### src/rtl/wb_arbiter.sv
`default_nettype none
// ============================================================================
//  Module   : wb_arbiter
//  Purpose  : Writeback arbiter in front of the register-file write port.
//             In-order pipeline results win by default; long-latency
//             results queue in a small FIFO. The FIFO head is forced through
//             once it has starved for STARVE_LIMIT cycles. A per-register
//             busy mask exposes destinations still waiting in the FIFO.
//  Revision : 1.0 - initial release
// ============================================================================
module wb_arbiter #(
  parameter int ADDR_WIDTH   = 5,
  parameter int REG_SIZE     = 32,
  parameter int DEPTH        = 4,
  parameter int STARVE_LIMIT = 8
) (
  input  logic                       clk_i,
  input  logic                       rst_i,
  input  logic                       pipe_valid_i,
  input  logic [ADDR_WIDTH-1:0]      pipe_rd_i,
  input  logic [REG_SIZE-1:0]        pipe_data_i,
  input  logic                       lu_valid_i,
  output logic                       lu_ready_o,
  input  logic [ADDR_WIDTH-1:0]      lu_rd_i,
  input  logic [REG_SIZE-1:0]        lu_data_i,
  output logic                       write_o,
  output logic [ADDR_WIDTH-1:0]      waddr_o,
  output logic [REG_SIZE-1:0]        wdata_o,
  output logic [2**ADDR_WIDTH-1:0]   busy_regs_o,
  output logic                       stall_o
);

  localparam int PTR_W = $clog2(DEPTH);
  localparam int CNT_W = PTR_W + 1;
  localparam int NREGS = 2**ADDR_WIDTH;
  localparam int STV_W = $clog2(STARVE_LIMIT + 1);

  logic [ADDR_WIDTH-1:0] r_fifo_rd   [DEPTH];
  logic [REG_SIZE-1:0]   r_fifo_data [DEPTH];
  logic [DEPTH-1:0]      r_valid;
  logic [PTR_W-1:0]      r_wptr;
  logic [PTR_W-1:0]      r_rptr;
  logic [CNT_W-1:0]      r_count;
  logic [STV_W-1:0]      r_starve_cnt;
  logic                  r_stall;
  logic                  r_write;
  logic [ADDR_WIDTH-1:0] r_waddr;
  logic [REG_SIZE-1:0]   r_wdata;

  logic                  w_empty;
  logic                  w_full;
  logic                  w_push;
  logic                  w_pipe_win;
  logic                  w_pop;
  logic [STV_W-1:0]      w_starve_nxt;
  logic [NREGS-1:0]      w_busy;

  // Readiness comes only from the registered count, so a same-cycle pop
  // never opens a slot for a push while full.
  assign w_empty    = (r_count == '0);
  assign w_full     = (r_count == CNT_W'(DEPTH));
  assign lu_ready_o = ~w_full;

  // x0 results are handshaken but never stored.
  assign w_push     = lu_valid_i & ~w_full & (lu_rd_i != '0);

  // Pipeline wins unless the head is starving; during a stall the head is
  // forced out regardless of pipe_valid_i.
  assign w_pipe_win = ~r_stall & pipe_valid_i & (pipe_rd_i != '0);
  assign w_pop      = ~w_empty & ~w_pipe_win;

  // FIFO payload storage; contents are qualified by r_valid, so no reset.
  always_ff @(posedge clk_i) begin
    if (w_push) begin
      r_fifo_rd[r_wptr]   <= lu_rd_i;
      r_fifo_data[r_wptr] <= lu_data_i;
    end
  end

  // FIFO pointers, occupancy and per-slot valid bits.
  always_ff @(posedge clk_i or posedge rst_i) begin
    if (rst_i) begin
      r_wptr  <= '0;
      r_rptr  <= '0;
      r_count <= '0;
      r_valid <= '0;
    end else begin
      if (w_pop) begin
        r_rptr          <= r_rptr + PTR_W'(1);
        r_valid[r_rptr] <= 1'b0;
      end
      if (w_push) begin
        r_wptr          <= r_wptr + PTR_W'(1);
        r_valid[r_wptr] <= 1'b1;
      end
      case ({w_push, w_pop})
        2'b10:   r_count <= r_count + CNT_W'(1);
        2'b01:   r_count <= r_count - CNT_W'(1);
        default: r_count <= r_count;
      endcase
    end
  end

  // Age of the current head: counts waiting cycles, saturates at the limit.
  always_comb begin
    w_starve_nxt = r_starve_cnt;
    if (w_pop || w_empty) begin
      w_starve_nxt = '0;
    end else if (r_starve_cnt != STV_W'(STARVE_LIMIT)) begin
      w_starve_nxt = r_starve_cnt + STV_W'(1);
    end
  end

  // Starvation counter and registered stall flag.
  always_ff @(posedge clk_i or posedge rst_i) begin
    if (rst_i) begin
      r_starve_cnt <= '0;
      r_stall      <= 1'b0;
    end else begin
      r_starve_cnt <= w_starve_nxt;
      r_stall      <= (w_starve_nxt == STV_W'(STARVE_LIMIT));
    end
  end

  // Register-file write port; address/data hold when nothing wins.
  always_ff @(posedge clk_i or posedge rst_i) begin
    if (rst_i) begin
      r_write <= 1'b0;
      r_waddr <= '0;
      r_wdata <= '0;
    end else begin
      r_write <= w_pipe_win | w_pop;
      if (w_pipe_win) begin
        r_waddr <= pipe_rd_i;
        r_wdata <= pipe_data_i;
      end else if (w_pop) begin
        r_waddr <= r_fifo_rd[r_rptr];
        r_wdata <= r_fifo_data[r_rptr];
      end
    end
  end

  // Busy mask: OR of one-hot destinations over live FIFO slots.
  always_comb begin
    w_busy = '0;
    for (int k = 0; k < DEPTH; k++) begin
      if (r_valid[k]) begin
        w_busy[r_fifo_rd[k]] = 1'b1;
      end
    end
  end

  assign busy_regs_o = w_busy;
  assign stall_o     = r_stall;
  assign write_o     = r_write;
  assign waddr_o     = r_waddr;
  assign wdata_o     = r_wdata;

endmodule
`default_nettype wire
### config.mk
export PLATFORM = sky130hd
export DESIGN_NAME = wb_arbiter
export DESIGN_NICKNAME = d
export VERILOG_FILES = /design/src/rtl/wb_arbiter.sv
export SDC_FILE = /design/constraint.sdc
export NUM_CORES = 1
export LEC_CHECK = 0
export BUFFER_PORTS_ARGS = -buffer_cell sky130_fd_sc_hd__buf_2
export CAP_MARGIN = 10
export CORE_MARGIN = 2
export CORE_UTILIZATION = 56
export DETAILED_ROUTE_END_ITERATION = 6
export GPL_TIMING_DRIVEN = 0
export PLACE_DENSITY = 0.9
export SLEW_MARGIN = 20
export SYNTH_ARGS = -nofsm -noshare
export SYNTH_HDL_FRONTEND = slang
export SYNTH_SLANG_ARGS = --single-unit
### constraint.sdc
create_clock -name clk_i -period 2.91 [get_ports clk_i]
set_clock_uncertainty 0.2 [all_clocks]
set_input_delay 0.1455 -clock clk_i [delete_from_list [all_inputs] [get_ports clk_i]]
set_output_delay 0.1455 -clock clk_i [all_outputs]
set_load 0.02 [all_outputs]
==> flow_summary.yaml <==
run_status:
  status: "complete, no violations"
layout:
  drive_gt1_frac: 0.305
  stdcell_count: 1124
  diodes: 0
  multi_input_area_um2: 3060
  area_delta_synth_final_pct: 27.0
  ff_latch_area_um2: 5800
  num-fill-cells: 950
  nets: 986
yosys:
  yosysTopAreaCellShare: 0.489
  synth_edf_count: 148
  yosysUniqueCellTypes: 50
  syn-num-nets: 737
  synth_area_per_cell_um2: 14.0
  netlist_area_um2: 9080
  yosysWarnings: 0
  synthesis.instances: 647
  seq_area_frac_synth: 0.638
  yosys_most_used_dff: "edfxtp_1"
  yosys.area.top_type: "edfxtp_1"
  async_reset_ff_frac: 0.267
  synth_area_leaders: "edfxtp_1 (49%), dfrtp_1 (15%), mux4_2 (9.2%)"
  ys_ff_latch: 202
routing:
  dr.pass1.iters: 6
  detail-route-antenna-nets: 0
  vias: 6989
  wl_per_cell_um: 22.5
  drt_iter0_markers: 799
  drc: 0
  viasPerCell: 6.22
  wl_um: 25300
critical_path:
  crit_family: "simple AND/OR/NAND/NOR gates"
  slowest_stage: "nor3_1"
  critPathBufInv: 1
  crit_arrival_ps: 2440
  r2r_slack_ps: 350
  cp-start-kind: "register"
  end_kind: "output port"
  critical_path_class: "reg2out"
  cp.required_ps: 2560
  crit_path_max_fanout: 8
  crit_chain: "nor3_1 > a22oi_1 > o221ai_1 > buf_2"
  max_stage_delay_ps: 950
power_and_ir_drop:
  peakVddDrop_mv: 0.617
  powerDensity_nw_per_um2: 900
  leakage_nw: 4.47
clocking:
  htreeDepth: 1
  cts_sinks: 202
  clock_latency_ps: 480
  cts_tree: "done"
  clk_pin_slew_ps: 60
  cts_inserted_buffers: 19
  max-clock-path-buffers: 3
  clockRootBuffer: "clkbuf_16"
placement:
  dp_hpwl_um: 15000
  io_buffers: 149
  dp_slack_ps: 174
  place_congestion: 0.883
  dp_cells: 1016
global_route:
  grt_overflow: 0
  antenna_found_initial: 0
  grt_pass1_vias: 7039
  grt_use_total: 0.292
  grt_max_degree: 55
  grt_pass1_wl_um: 39100
sta:
  hold_violations: 0
  max_freq_ghz: 0.359
  rsz0062_at_grt: "no"
  setup_viol: 0
  fin_crit_sh: 0.958
  worst_slack_ps: 122
  slew_headroom: 0.224
  maxSlewViolCount: 0
  tns_ps: 0
  worst_hold_slack_ps: 47.6
  min_period_ps: 2790
  worst_slew_pin_slew_ps: 1160
hold_path:
  hold_class: "in2reg"
floorplanning:
  die_y_um: 131
  fp-row-count: 46
  die_area_um2: 17300
  io_pins: 150
  initial_utilization: 0.572
  die_w_um: 131
  core_area_um2: 15900
flow_run:
  maxCapViolCount: 0
## metal layers
metal | track usage | share of wire | vias to the layer above
met5 | 0 | 0 | -
met4 | 0.128 | 0.043 | 0
met3 | 0.0413 | 0.073 | 101
met2 | 0.499 | 0.51 | 467
met1 | 0.377 | 0.38 | 3442
li1 | - | - | 2979
## cell usage in the layout, fill, tap and decap left out, types with 5 or more instances in the layout
cell / Yosys / final
buf_2: 9 / 158
edfxtp_1: 148 / 148
dlygate4sd3_1: 0 / 76
nand2_1: 61 / 61
nor2_1: 60 / 60
dfrtp_1: 54 / 54
a21oi_1: 50 / 50
mux4_2: 37 / 37
a21oi_2: 29 / 29
clkbuf_16: 0 / 19
clkbuf_1: 15 / 18
inv_1: 17 / 16
o22ai_1: 16 / 16
a221o_1: 16 / 16
nand3_1: 11 / 11
nand3b_1: 11 / 11
o211ai_1: 10 / 10
ha_1: 11 / 10
nor3b_1: 9 / 9
nor3_1: 6 / 6
and3_1: 6 / 6
or3b_2: 5 / 5
o221ai_1: 5 / 5
## where the power goes
group,total (mW),switching (mW),internal [mW]
registers,4.27,0.417,3.85
clock network,2.33,1.02,1.31
logic,3.79,2.28,1.50
total,10.4,3.72,6.67
## path summary, 6_finish.rpt
check / endpoint / depth (start not counted) / start
min in group asynchronous: wdata_o[22] / 3 / rst_i
min: waddr_o[3] / 4 / pipe_valid_i
min reg2reg: r_count[0] / 1 / r_count[0]
max reg2reg: r_fifo_data[2][7] / 5 / r_count[0]
max: busy_regs_o[0] / 4 / r_fifo_rd[0][1]
max in group asynchronous: wdata_o[4] / 3 / rst_i
## Yosys cell counts, drive strengths merged, types with 2 or more instances
library cell	instances
edfxtp	148
a21oi	79
nand2	61
nor2	61
dfrtp	54
mux4	37
buf	18
inv	17
a221o	16
o22ai	16
clkbuf	15
ha	11
nand3	11
nand3b	11
o211ai	10
nor3b	9
and3	6
nor3	6
or3b	6
o221ai	5
a21o	4
a22oi	4
a31oi	4
and2	4
or3	4
xnor2	4
o21ai	3
xor2	3
a2bb2oi	2
a32oi	2
and3b	2
mux2	2
or2	2
or4	2
## timing repair
action / in CTS / in global routing
buffers inserted: 0 / 0
setup endpoints to repair: 0 / 1
hold buffers: 76 / 0
gates resized for setup: 0 / 1
hold endpoints to repair: 240 / 0
## worst min-delay path: cells and delay by family
family,cells,cell delay [ps]
buffers and inverters,1,110
AO/OA/AOI/OAI,1,170
AND/OR/NAND/NOR,2,260
## logic make-up (layout without fill, tap and decap cells)
group / after synthesis / count (layout) / synth area share
adder cells (fa/ha/maj): 12 / 12 / 0.0174
XOR/XNOR: 7 / 7 / 0.00675
AO/OA/AOI/OAI: 150 / 150 / 0.118
multiplexers: 40 / 40 / 0.0953
flip-flops: 202 / 202 / 0.638
buffers and inverters: 50 / 311 / 0.0260
AND/OR/NAND/NOR: 186 / 186 / 0.0986
## stage by stage
stage           util  cell area, µm²  power (mW)
6_report       0.726           11500        10.4
5_1_grt        0.726           11500        10.8
4_1_cts        0.727           11500        10.3
3_5_place_dp   0.643           10200        7.87
3_3_place_gp   0.636           10100        7.65
2_1_floorplan      -            9080        6.65
## final cells by class
type                            instances  share of cell area
Tap cell                              216              0.0234
Timing Repair Buffer                  229               0.139
Sequential cell                       202               0.502
Buffer                                 32              0.0146
Clock buffer                           24              0.0437
Inverter                               17             0.00575
Clock inverter                          9             0.00564
Multi-Input combinational cell        395               0.265
## sequential cells by signal, indices dropped and copies added (netlist names)
signal / cells
stall_o: 1
r_fifo_rd: 20
r_wptr: 2
r_valid: 4
r_fifo_data: 128
waddr_o: 5
write_o: 1
r_count: 3
wdata_o: 32
r_rptr: 2
r_starve_cnt: 4
Power figures use the tool's default switching activity.
